File: config.mk
export PLATFORM = sky130hd
export DESIGN_NAME = escalonador_maquinas_flat
export DESIGN_NICKNAME = d
export VERILOG_FILES = /design/src/rtl/escalonador_maquinas_if.sv /design/src/rtl/escalonador_maquinas.sv /design/src/flat_wrapper.sv
export SDC_FILE = /design/constraint.sdc
export NUM_CORES = 1
export LEC_CHECK = 0
export ABC_AREA = 1
export ABC_CLOCK_PERIOD_IN_PS = 3150
export CORE_MARGIN = 2
export CORE_UTILIZATION = 55
export DETAILED_ROUTE_END_ITERATION = 16
export GPL_TIMING_DRIVEN = 0
export PLACE_DENSITY = 0.74
export SLEW_MARGIN = 20
export SYNTH_ARGS = -nofsm -noshare
export SYNTH_HDL_FRONTEND = slang
export SYNTH_SLANG_ARGS = --single-unit
export TNS_END_PERCENT = 50
File: constraint.sdc
create_clock -name clk -period 3.15 [get_ports clk]
set_input_delay 0.4725 -clock clk [delete_from_list [all_inputs] [get_ports clk]]
set_output_delay 0.4725 -clock clk [all_outputs]
set_load 0.01 [all_outputs]
File: src/rtl/escalonador_maquinas_if.sv
`default_nettype none
// ============================================================================
// Module      : escalonador_maquinas_if
// Description : Machine request / resource grant bundle for the scheduler.
// Revision    : 1.0 - initial release
// ============================================================================
interface escalonador_maquinas_if;
  logic       m1;
  logic       m2;
  logic       m3;
  logic       m4;
  logic       c1;
  logic       c2;
  logic       c3;
  logic       c4;
  logic       ocupado;
  logic [1:0] ativo;
  logic       expirou;

  // Machine side drives requests and observes grants.
  modport master (
    output m1, m2, m3, m4,
    input  c1, c2, c3, c4, ocupado, ativo, expirou
  );

  modport slave (
    input  m1, m2, m3, m4,
    output c1, c2, c3, c4, ocupado, ativo, expirou
  );
endinterface : escalonador_maquinas_if
`default_nettype wire

File: src/rtl/escalonador_maquinas.sv
`default_nettype none
// ============================================================================
// Module      : escalonador_maquinas
// Description : Round-robin, time-sliced arbiter sharing one resource among
//               four machines, with break-before-make gap between grants.
// Revision    : 1.0 - initial release
// ============================================================================
module escalonador_maquinas #(
  parameter int HOLD_MAX = 8,
  parameter int GAP      = 1
) (
  input  wire logic             clk,
  input  wire logic             rst,
  escalonador_maquinas_if.slave bus
);

  typedef enum logic [1:0] {
    LIVRE     = 2'd0,
    CONCEDIDO = 2'd1,
    INTERVALO = 2'd2
  } state_t;

  localparam logic [7:0] c_HOLD_LAST = 8'(HOLD_MAX - 1);
  localparam logic [3:0] c_GAP_LAST  = 4'(GAP - 1);

  state_t     r_state;
  logic [3:0] r_grant;
  logic [1:0] r_ativo;
  logic [7:0] r_hold;
  logic [3:0] r_gap;
  logic       r_expirou;
  logic       r_ocupado;

  state_t     w_state_nx;
  logic [3:0] w_grant_nx;
  logic [1:0] w_ativo_nx;
  logic [7:0] w_hold_nx;
  logic [3:0] w_gap_nx;
  logic       w_expirou_nx;
  logic       w_ocupado_nx;

  logic [3:0] w_req;
  logic [2:0] w_arb;
  logic       w_win_valid;
  logic [1:0] w_win_idx;
  logic [3:0] w_win_onehot;

  // Scans from last+4 down to last+1 so the final hit is the one closest
  // after the last served index; last itself is checked with lowest priority.
  function automatic logic [2:0] f_arbitrate(input logic [3:0] req,
                                              input logic [1:0] last);
    logic [2:0] res;
    logic [1:0] cand;
    res = 3'b000;
    for (int k = 4; k >= 1; k--) begin
      cand = last + 2'(k);
      if (req[cand]) begin
        res = {1'b1, cand};
      end
    end
    return res;
  endfunction

  assign w_req        = {bus.m4, bus.m3, bus.m2, bus.m1};
  assign w_arb        = f_arbitrate(w_req, r_ativo);
  assign w_win_valid  = w_arb[2];
  assign w_win_idx    = w_arb[1:0];
  assign w_win_onehot = 4'b0001 << w_win_idx;

  always_comb begin
    w_state_nx   = r_state;
    w_grant_nx   = r_grant;
    w_ativo_nx   = r_ativo;
    w_hold_nx    = r_hold;
    w_gap_nx     = r_gap;
    w_expirou_nx = 1'b0;

    case (r_state)
      LIVRE: begin
        w_grant_nx = 4'b0000;
        if (w_win_valid) begin
          w_grant_nx = w_win_onehot;
          w_ativo_nx = w_win_idx;
          w_hold_nx  = 8'd0;
          w_state_nx = CONCEDIDO;
        end
      end

      CONCEDIDO: begin
        // A dropped request takes precedence over timeout for classification.
        if (!w_req[r_ativo]) begin
          w_grant_nx = 4'b0000;
          w_gap_nx   = 4'd0;
          w_state_nx = INTERVALO;
        end else if (r_hold == c_HOLD_LAST) begin
          w_grant_nx   = 4'b0000;
          w_gap_nx     = 4'd0;
          w_expirou_nx = 1'b1;
          w_state_nx   = INTERVALO;
        end else begin
          w_hold_nx = r_hold + 8'd1;
        end
      end

      INTERVALO: begin
        w_grant_nx = 4'b0000;
        if (r_gap == c_GAP_LAST) begin
          if (w_win_valid) begin
            w_grant_nx = w_win_onehot;
            w_ativo_nx = w_win_idx;
            w_hold_nx  = 8'd0;
            w_state_nx = CONCEDIDO;
          end else begin
            w_state_nx = LIVRE;
          end
        end else begin
          w_gap_nx = r_gap + 4'd1;
        end
      end

      default: begin
        w_grant_nx = 4'b0000;
        w_state_nx = LIVRE;
      end
    endcase

    w_ocupado_nx = |w_grant_nx;
  end

  always_ff @(posedge clk or posedge rst) begin
    if (rst) begin
      r_state   <= LIVRE;
      r_grant   <= 4'b0000;
      r_ativo   <= 2'd3;
      r_hold    <= 8'd0;
      r_gap     <= 4'd0;
      r_expirou <= 1'b0;
      r_ocupado <= 1'b0;
    end else begin
      r_state   <= w_state_nx;
      r_grant   <= w_grant_nx;
      r_ativo   <= w_ativo_nx;
      r_hold    <= w_hold_nx;
      r_gap     <= w_gap_nx;
      r_expirou <= w_expirou_nx;
      r_ocupado <= w_ocupado_nx;
    end
  end

  assign bus.c1      = r_grant[0];
  assign bus.c2      = r_grant[1];
  assign bus.c3      = r_grant[2];
  assign bus.c4      = r_grant[3];
  assign bus.ocupado = r_ocupado;
  assign bus.ativo   = r_ativo;
  assign bus.expirou = r_expirou;

endmodule : escalonador_maquinas
`default_nettype wire

File: src/flat_wrapper.sv
// flat-port wrapper written by rule: the top's interface ports become plain ports
module escalonador_maquinas_flat 
#(
  parameter int HOLD_MAX = 8,
  parameter int GAP      = 1
)
  (clk, rst, bus_m1, bus_m2, bus_m3, bus_m4, bus_c1, bus_c2, bus_c3, bus_c4, bus_ocupado, bus_ativo, bus_expirou);
  escalonador_maquinas_if bus_i ();
  input  wire logic clk;
  input  wire logic rst;
  input wire logic [$bits(bus_i.m1)-1:0] bus_m1;
  input wire logic [$bits(bus_i.m2)-1:0] bus_m2;
  input wire logic [$bits(bus_i.m3)-1:0] bus_m3;
  input wire logic [$bits(bus_i.m4)-1:0] bus_m4;
  output wire logic [$bits(bus_i.c1)-1:0] bus_c1;
  output wire logic [$bits(bus_i.c2)-1:0] bus_c2;
  output wire logic [$bits(bus_i.c3)-1:0] bus_c3;
  output wire logic [$bits(bus_i.c4)-1:0] bus_c4;
  output wire logic [$bits(bus_i.ocupado)-1:0] bus_ocupado;
  output wire logic [$bits(bus_i.ativo)-1:0] bus_ativo;
  output wire logic [$bits(bus_i.expirou)-1:0] bus_expirou;
  assign bus_i.m1 = bus_m1;
  assign bus_i.m2 = bus_m2;
  assign bus_i.m3 = bus_m3;
  assign bus_i.m4 = bus_m4;
  assign bus_c1 = bus_i.c1;
  assign bus_c2 = bus_i.c2;
  assign bus_c3 = bus_i.c3;
  assign bus_c4 = bus_i.c4;
  assign bus_ocupado = bus_i.ocupado;
  assign bus_ativo = bus_i.ativo;
  assign bus_expirou = bus_i.expirou;
  escalonador_maquinas #(.HOLD_MAX(HOLD_MAX), .GAP(GAP)) u_core (.clk(clk), .rst(rst), .bus(bus_i));
endmodule
==> results of run 1 <==
## Yosys cell counts (2+ instances only)
cell / number
inv_1: 29
xor2_1: 4
o21ai_0: 9
nand4_1: 4
nor2_1: 15
o21ai_2: 6
nand2_1: 47
o21ai_1: 3
nand3_1: 22
ha_1: 7
nand3_2: 3
dfstp_2: 2
nand2_4: 3
a21oi_1: 8
dfrtp_1: 20
nand2_2: 8
## worst max-delay path, cell delays in order, from the launching register on
cell and delay, ns:
dfrtp_1 0.44, ha_1 0.35, nand3_1 0.13, nor2_1 0.12
inv_1 0.06, nand3_2 0.10, nand2_1 0.09, nor2_1 0.32
nand2_1 0.13, o22ai_1 0.13, a21oi_1 0.05
## path summary, 6_finish.rpt
path,cells past startpoint,end,startpoint
setup / recovery,10,u_core.r_gap[2],u_core.r_hold[0]
hold / removal,1,u_core.r_hold[0],u_core.r_hold[0]
setup reg to reg,10,u_core.r_gap[2],u_core.r_hold[0]
hold reg to reg,1,u_core.r_hold[0],u_core.r_hold[0]
max in group asynchronous,2,u_core.r_state[0],rst
min in group asynchronous,2,u_core.bus.ocupado,rst
## state kept, by name (all words and copies together) (netlist names)
| register | cells |
|---|---|
| u_core.bus.ocupado | 1 |
| u_core.bus.expirou | 1 |
| u_core.r_grant | 4 |
| u_core.r_state | 2 |
| u_core.r_hold | 8 |
| u_core.bus.ativo | 2 |
| u_core.r_gap | 4 |
## power groups by stage
stage	sequential (mW)	clock (mW)	combinational (mW)
after floorplan	0.428	0	0.808
after global placement	0.422	0	1.02
after detailed placement	0.425	0	1.04
after CTS	0.420	0.141	1.05
after global routing	0.432	0.153	1.18
final	0.420	0.134	1.05
## cells in the final DEF, fill, tap and decap left out, types with 2 or more instances in the layout
cell type / count
a21oi_1: 8
o21ai_2: 6
dfrtp_1: 20
nand2_4: 3
nand3_2: 3
nand2_2: 8
xor2_1: 4
nand2_1: 47
o21ai_0: 9
clkbuf_4: 3
clkdlybuf4s50_1: 13
nand4_1: 4
inv_1: 29
nand3_1: 22
dfstp_2: 2
nor2_1: 15
o21ai_1: 3
ha_1: 7
## metrics by stage
stage,worst slack (ns),hold slack [ns],cell area [um^2],cells
2_1_floorplan,1.44,0.460,1520,203
3_3_place_gp,1.03,0.533,1690,247
3_5_place_dp,0.959,0.550,1690,247
4_1_cts,1.13,0.572,1720,251
5_1_grt,0.851,0.596,1720,251
6_report,1.12,0.573,1720,251
## kinds of logic (layout without fill, tap and decap cells)
family | Yosys count | in the layout
AND/OR/NAND/NOR | 107 | 107
buffers and inverters | 34 | 51
AO/OA/AOI/OAI | 29 | 29
flip-flops | 22 | 22
adder cells (fa/ha/maj) | 7 | 7
XOR/XNOR | 4 | 4
## layout make-up
cell class,instances,area (um^2),share of cell area
clock buffers,4,26.3,0.0153
repair buffers,13,130,0.0757
plain buffers,2,26.3,0.0153
flip-flops and latches,22,553,0.322
well taps,31,38.8,0.0226
inverters,32,129,0.0750
multi-input cells,147,816,0.475
## metal layers
layer	wire length (um)	vias to the layer above
li1	-	689
met1	1360	590
met2	1370	32
met3	130	5
met4	59	0
met5	0	-
==> metrics.txt, run 1 <==
Num CTS Buffers 3; Clock Power Share 0.084; area share of fa/ha/maj cells after synthesis 0.0575; Combinational Power Share 0.654; hold_buf cts 0; Mapped Avg Cell Area 7.51 um^2; drt initial violations 40; Final Util 0.640; Area Overhead vs Synth 12.8%; Cell Int Power 0.797 mW; total power roughly 1.6 mW; synthesized area between 1500 and 2000 um^2; CTS H-tree lvls 1; input/output buffers 13; synth top area cells dfrtp_1 33%, nand2_1 12%, nand3_1 7.2%; cell row count 19; syn_nets about 220; status completed; DR vias between 1000 and 1500; Die X 56.6 um; post-DR wirelength/cell around 12 um; # nets final 234; area leader, netlist dfrtp_1; critical path endpoint category flip-flop; drt total wl approximately 2.9 mm; post-synthesis simple-gate area fraction 0.340; multiplexer area fraction after synthesis 0; Post-synth EDFFs 0; Worst-Skew Late Latency ~0.30 ns; GPL Wtd Cong about 0.9; Top Usage Layer GRT met2; minimum clock period 2.03 ns; Filler cells 232; Setup TNS 0 ns; fin. max-slew vios 0; peak supply drop 0.000813 V; Net Sw Frac 0.502; Reg clk slew, reported paths ~0.12 ns; Max-Slew Margin vs Limit 0.456; final hold vios 0; Pre-Repair DR Iteration Count 4; FFs w/ async S/R, synth 1.00; DRT antenna net count 0; CTS tree done; post-CTS setup buffer count 0; worst-path maximum fanout 7; Arr. time, crit path between 2 and 2.5 ns; post-synth top area share 0.328; Root Driver clkbuf_4; Core Area 2690 um^2; first-pass GRT wire length roughly 5 mm; Startpoint Class flip-flop; diode count 0; Post-Syn Instances about 200; hold crit path type reg2reg; clock skew roughly 0.0018 ns; grt met3 use 0.0300; PD cells roughly 930 nW/um^2; MaxCap Viol Count 0; Top FF cell, synth dfrtp_1; endpoints failing setup 0; largest net degree at the start of global routing 23; Cell variety after synth 29; Initial Util 0.567; total global-route track usage 0.203; max frequency 0.493 GHz; M2 GR Usage 0.339; Die Span Y 56.6 um; sw power 0.805 mW; Worst-Margin Slew just over 0.8 ns; vias in the first global route about 1200; FF+latch count, synth 22; met1 usage 0.264; layout cells sized above 1 0.150; # DRC 0; post-CTS sizing 0; xor/xnor share of the synthesized area 0.0230; main combinational cell family by area after synthesis simple AND/OR/NAND/NOR gates; post-DP HPWL between 2 and 2.5 mm; Reg power frac 0.262; CTS Buffer Depth 2; CP required around 3.4 ns; initial antenna violation count 0; full die area about 3200 um^2; Setup CP Type reg2reg; Seq/Total Area, Yosys 0.363; I/O Pins 14; RSZ-0062 raised after global routing false; Final Cycle Share 0.644; grt total ovfl 0; leak pwr roughly 0.84 nW; Syn. warnings 0; Via density between 5 and 6; register-to-register setup slack ~1.1 ns; complex-gate fraction of the synthesized area 0.115; clock sinks 22
(Power assumes the default switching activity.)
==> run 2, diff against run 1 <==
--- a/config.mk
+++ b/config.mk
@@ -6,7 +6,7 @@
 export NUM_CORES = 1
 export LEC_CHECK = 0
 export ABC_AREA = 1
-export ABC_CLOCK_PERIOD_IN_PS = 3150
+export ABC_CLOCK_PERIOD_IN_PS = 1890
 export CORE_MARGIN = 2
 export CORE_UTILIZATION = 55
 export DETAILED_ROUTE_END_ITERATION = 16
==> constraint.sdc (replaced) <==
create_clock -name clk -period 1.89 [get_ports clk]
set_input_delay 0.2835 -clock clk [delete_from_list [all_inputs] [get_ports clk]]
set_output_delay 0.2835 -clock clk [all_outputs]
set_load 0.01 [all_outputs]
==> metrics.txt, run 2 (synthesis gave the netlist of run 1 again) <==
status completed; input/output buffers 13 (unchanged); placed inst area 1690 um^2 (unchanged); Worst-Margin Slew 0.823 ns (+0.00809 ns); Die X 56.6 um (unchanged); Reg power frac 0.209 (-0.053); # nets final 241 (+3.0%); Cell Int Power 1.72 mW (+120%); initial antenna violation count 0 (unchanged); RSZ-0062 raised after global routing true; vias in the first global route 1255 (+1.5%); Area Overhead vs Synth 28.5%; Net Sw Frac 0.498 (-0.00399); Max-Slew Margin vs Limit 0.451 (-0.00540); total global-route track usage 0.205 (+0.00242); drt initial violations 25 (-38%); Clock Power Share 0.068 (-0.016); cell row count 19 (unchanged); DR vias 1414 (+7.4%); clock sinks 22 (unchanged); Initial Util 0.567 (unchanged); MaxCap Viol Count 0 (unchanged); Arr. time, crit path 2.07 ns (-0.16 ns); Largest regs u_core.r_hold (8), u_core.r_gap (4), u_core.r_grant (4); critical path endpoint category flip-flop; leak pwr 0.943 nW (+12%); I/O Pins 14 (unchanged); Final Cycle Share 0.979 (+0.335); worst-path maximum fanout 8 (+1); clock skew 0.00387 ns (+0.00212 ns); max frequency 0.540 GHz (+9.6%); Die Span Y 56.6 um (unchanged); commonest non-fill, non-tap cell in the layout nand2_1; Filler cells 201 (-13%); full die area 3210 um^2 (unchanged); Startpoint Class flip-flop; DRT antenna net count 0 (unchanged); post-DP HPWL 2.30 mm (unchanged); post-DR wirelength/cell 13.9 um (+20%); peak supply drop 0.00133 V (+64%); GPL Wtd Cong 0.883 (unchanged); hold_buf cts 0 (unchanged); CTS H-tree lvls 1 (unchanged); # DRC 0 (unchanged); first-pass GRT wire length 5.20 mm (+1.1%); Via density 5.48 (+4.5%); hold crit path type in2async; CTS Buffer Depth 2 (unchanged); minimum clock period 1.85 ns (-0.177 ns); Final Instance Area 1960 um^2 (+14%); CTS tree done; endpoints failing setup 0 (unchanged); sw power 1.70 mW (+110%); Pre-Repair DR Iteration Count 4 (unchanged); Combinational Power Share 0.722 (+0.068); CP required 2.11 ns (-1.24 ns); largest net degree at the start of global routing 23 (unchanged); layout cells sized above 1 0.273 (+0.123); Top reg by flops u_core.r_hold; Core Area 2690 um^2 (unchanged); commonest non-fill, non-tap cells in the layout 35 x nand2_1, 29 x inv_1, 19 x nand3_1, 19 x dfrtp_1, 14 x nand2_4; diode count 0 (unchanged); Num CTS Buffers 3 (unchanged); worst hold slack 0.410 ns (-0.163 ns); final hold vios 0 (unchanged); PD cells 1750 nW/um^2 (+87%); drt total wl 3.59 mm (+23%); Root Driver clkbuf_4; fin. max-slew vios 0 (unchanged); Setup CP Type reg2reg; Reg clk slew, reported paths 0.13 ns (about the same); grt total ovfl 0 (unchanged); Worst-Skew Late Latency 0.32 ns (+0.02 ns); max FFs per register 8 (unchanged)
[run 2: metrics by stage]
| step | total power [mW] | setup TNS [ns] | util | setup WS (ns) | instances |
|---|---|---|---|---|---|
| detailed placement | 2.44 | -0.629 | 0.630 | -0.112 | 247 |
| global placement | 2.41 | -0.160 | 0.630 | -0.0407 | 247 |
| CTS | 2.70 | 0 | 0.643 | 0.0215 | 251 |
| global route | 3.67 | -0.270 | 0.729 | -0.0468 | 258 |
| floorplan | 2.06 | 0 | - | 0.180 | 203 |
| finish | 3.42 | 0 | 0.729 | 0.0398 | 258 |
[run 2: routing by layer]
layer | track usage | part of all wire | vias up
li1 | - | - | 709
met1 | 0.267 | 0.42 | 657
met2 | 0.347 | 0.52 | 40
met3 | 0.0276 | 0.041 | 8
met4 | 0.0748 | 0.023 | 0
met5 | 0 | 0 | -
[run 2: power groups by stage]
stage	logic [mW]	clock network, mW	registers (mW)
after detailed placement	1.73	0	0.708
after global placement	1.70	0	0.703
final	2.47	0.233	0.716
after CTS	1.76	0.234	0.700
after floorplan	1.35	0	0.714
after global routing	2.68	0.259	0.736
[run 2: worst max-delay path: stages, from the launching register on]
cell and delay [ns]:
dfstp_2 0.57, buf_8 0.14, inv_8 0.06, nand2_4 0.08, nand2_4 0.07, nand2_4 0.08
nand2_4 0.06, nor2_4 0.12, nand3_4 0.11, nand3_4 0.10, nand2_4 0.09, buf_12 0.14
nand4_2 0.06, o21ai_2 0.05
[run 2: final cells by class]
type                    count  area, um^2  share of cell area
plain buffers               2        35.0              0.0179
clock buffers               4        26.3              0.0134
inverters                  32         130              0.0665
multi-input cells         147         973               0.497
flip-flops and latches     22         554               0.283
well taps                  31        38.8              0.0198
repair buffers             20         200               0.102
[run 2: worst paths after layout]
check | to | cells after the start | start | slack (ns)
min in group clk | u_core.r_hold[0] | 1 | u_core.r_hold[0] | 0.56
max reg2reg | u_core.r_hold[6] | 13 | u_core.bus.ativo[0] | 0.04
max in group asynchronous | u_core.r_hold[0] | 2 | rst | 0.92
max | u_core.r_hold[6] | 13 | u_core.bus.ativo[0] | 0.04
min | u_core.bus.ocupado | 2 | rst | 0.41
min reg2reg | u_core.r_hold[0] | 1 | u_core.r_hold[0] | 0.56
[run 2: repair_timing]
item,4_1_cts,5_1_grt
gates resized for setup,3,41
buffers inserted,0,6
gates cloned,0,1
setup endpoints to repair,4,16
pin swaps,0,15
==> run 3, diff against run 2 <==
--- a/config.mk
+++ b/config.mk
@@ -6,12 +6,14 @@
 export NUM_CORES = 1
 export LEC_CHECK = 0
 export ABC_AREA = 1
-export ABC_CLOCK_PERIOD_IN_PS = 1890
+export ABC_CLOCK_PERIOD_IN_PS = 1630
 export CORE_MARGIN = 2
-export CORE_UTILIZATION = 55
+export CORE_UTILIZATION = 51
+export CTS_BUF_LIST = sky130_fd_sc_hd__clkbuf_16
 export DETAILED_ROUTE_END_ITERATION = 16
 export GPL_TIMING_DRIVEN = 0
-export PLACE_DENSITY = 0.74
+export PLACE_DENSITY = 0.72
+export SETUP_SLACK_MARGIN = 0.2
 export SLEW_MARGIN = 20
 export SYNTH_ARGS = -nofsm -noshare
 export SYNTH_HDL_FRONTEND = slang
==> constraint.sdc (replaced) <==
create_clock -name clk -period 1.63 [get_ports clk]
set_input_delay 0.2445 -clock clk [delete_from_list [all_inputs] [get_ports clk]]
set_output_delay 0.2445 -clock clk [all_outputs]
set_load 0.01 [all_outputs]
==> metrics.txt, run 3 (synthesis gave the netlist of run 1 again) <==
status complete, but fails checks; failing checks design-rule violations, negative setup slack; diode count 0 (unchanged); max incr delay on CP 0.53 ns (-0.04 ns); Setup TNS -2.65 ns (-2.65 ns); worst-path maximum fanout 10 (+2); Top reg by flops u_core.r_hold; DRT antenna net count 0 (unchanged); Num CTS Buffers 3 (unchanged); hold crit path type in2async; Combinational Power Share 0.660 (-0.062); hold_buf cts 0 (unchanged); clock skew 0.00218 ns (-0.00169 ns); worst hold slack 0.465 ns (+0.0557 ns); Die X 58.7 um (+3.6%); GPL Wtd Cong 0.909 (+2.9%); Reg power frac 0.184 (-0.025); Max-Slew Margin vs Limit 0.438 (-0.0132); drt initial violations 72 (+190%); Net Sw Frac 0.476 (-0.0220); CTS Buffer Depth 2 (unchanged); # nets final 244 (+1.2%); max FFs per register 8 (unchanged); layout cells sized above 1 0.343 (+0.0704); first-pass GRT wire length 5.58 mm (+7.2%); Critical Path, Cell by Cell buf_6 > inv_8 > nand2_2 > nand2_4 > nand2_2 > nand2_4 > nor2_4 > nand3_4 > nand3_4 > nand2_4 > buf_12 > nand4_2 > o21ai_2; Startpoint Class flip-flop; CP required 1.78 ns (-0.33 ns); total global-route track usage 0.208 (+0.00289); minimum clock period 1.86 ns (+0.00574 ns); PD cells 2150 nW/um^2 (+23%); peak supply drop 0.00136 V (+2.7%); largest net degree at the start of global routing 23 (unchanged); input/output buffers 13 (unchanged); MaxCap Viol Count 0 (unchanged); post-DR wirelength/cell 14.0 um (+0.58%); Setup CP Type reg2reg; Final Cycle Share 1.14 (+0.160); leak pwr 0.982 nW (+4.1%); drt total wl 3.66 mm (+1.8%); Arr. time, crit path 2.01 ns (-0.06 ns); commonest non-fill, non-tap cells in the layout 29 x nand2_1, 27 x inv_1, 20 x dfrtp_1, 18 x nand2_2, 16 x nand3_1; Reg clk slew, reported paths 0.06 ns (-0.07 ns); Die Span Y 58.7 um (+3.6%); slowest CP cell dfstp_2; Pre-Repair DR Iteration Count 10 (+6); initial antenna violation count 0 (unchanged); grt total ovfl 0 (unchanged); Cell Int Power 2.35 mW (+37%); cell row count 19 (unchanged); Clock Power Share 0.155 (+0.087); Root Driver clkbuf_16; full die area 3440 um^2 (+7.3%); DR vias 1458 (+3.1%); commonest non-fill, non-tap cell in the layout nand2_1; Area Overhead vs Synth 36.5%; vias in the first global route 1338 (+6.6%); Core Area 2810 um^2 (+4.4%); endpoints failing setup 18 (+18); Initial Util 0.543 (-0.0240); most used cell, CP nand2_4; CTS tree done; RSZ-0062 raised after global routing true; Worst-Skew Late Latency 0.26 ns (-0.06 ns); I/O Pins 14 (unchanged); # DRC 1 (+1); critical path endpoint category flip-flop; final hold vios 0 (unchanged); final setup margin -0.226 ns (-0.266 ns); Via density 5.59 (+1.9%); max frequency 0.539 GHz (-0.31%); Worst-Margin Slew 0.843 ns (+0.0198 ns); Largest regs u_core.r_hold (8), u_core.r_gap (4), u_core.r_grant (4); CTS H-tree lvls 1 (unchanged); fin. max-slew vios 0 (unchanged); sw power 2.13 mW (+25%); post-DP HPWL 2.38 mm (+3.5%); clock sinks 22 (unchanged)
-- run 3: final timing paths --
path                                      from                end  slack, ns  depth (start not counted)
setup reg to reg           u_core.bus.ativo[0]   u_core.r_hold[6]      -0.23                         13
hold / removal                             rst   u_core.r_hold[3]       0.47                          2
setup / recovery           u_core.bus.ativo[0]   u_core.r_hold[6]      -0.23                         13
max in group asynchronous                  rst   u_core.r_hold[4]       0.65                          2
hold reg to reg              u_core.r_grant[2]  u_core.r_grant[2]       0.56                          2
min in group clk             u_core.r_grant[2]  u_core.r_grant[2]       0.56                          2
-- run 3: per-stage QoR --
step	worst slack (ns)	total power [mW]	area [um^2]	utilization	cells
floorplan	-0.0695	2.49	1560	-	203
global placement	-0.295	2.89	1730	0.616	247
detailed placement	-0.344	2.96	1730	0.616	247
CTS	-0.194	3.96	1940	0.692	257
global route	-0.349	4.80	2080	0.742	261
finish	-0.226	4.48	2080	0.742	261
-- run 3: critical path: cells and delay by family, from the launching register on --
kind,cells,cell delay [ns]
AO/OA/AOI/OAI,1,0.05
buffers and inverters,3,0.36
flip-flops,1,0.53
AND/OR/NAND/NOR,9,0.80
-- run 3: repair_timing --
action	4_1_cts	5_1_grt
resized for setup	20	27
hold endpoints to repair	0	0
setup endpoints to repair	23	22
pin swaps	7	11
setup buffers	6	4
-- run 3: power by group through the flow --
stage | combinational (mW) | sequential, mW | clock [mW]
after floorplan | 1.66 | 0.830 | 0
after detailed placement | 2.14 | 0.821 | 0
final | 2.96 | 0.826 | 0.696
after global placement | 2.08 | 0.815 | 0
after CTS | 2.44 | 0.823 | 0.704
after global routing | 3.23 | 0.845 | 0.724
-- run 3: routing by layer --
layer	share of wire	global-route usage	vias to the layer above	wire length, um
met4	0.013	0.0779	0	46
met2	0.51	0.345	42	1850
met5	0	0	-	0
li1	-	-	708	-
met1	0.44	0.278	703	1600
met3	0.043	0.0286	5	156
-- run 3: area by class of cell --
cell class	count	area [um^2]
multi-input combinational	147	1020
tap	31	38.8
inverter	32	133
timing repair buffer	23	203
clock inverter	1	30.0
clock buffer	3	75.1
fill	203	724
buffer	2	31.3
sequential	22	553
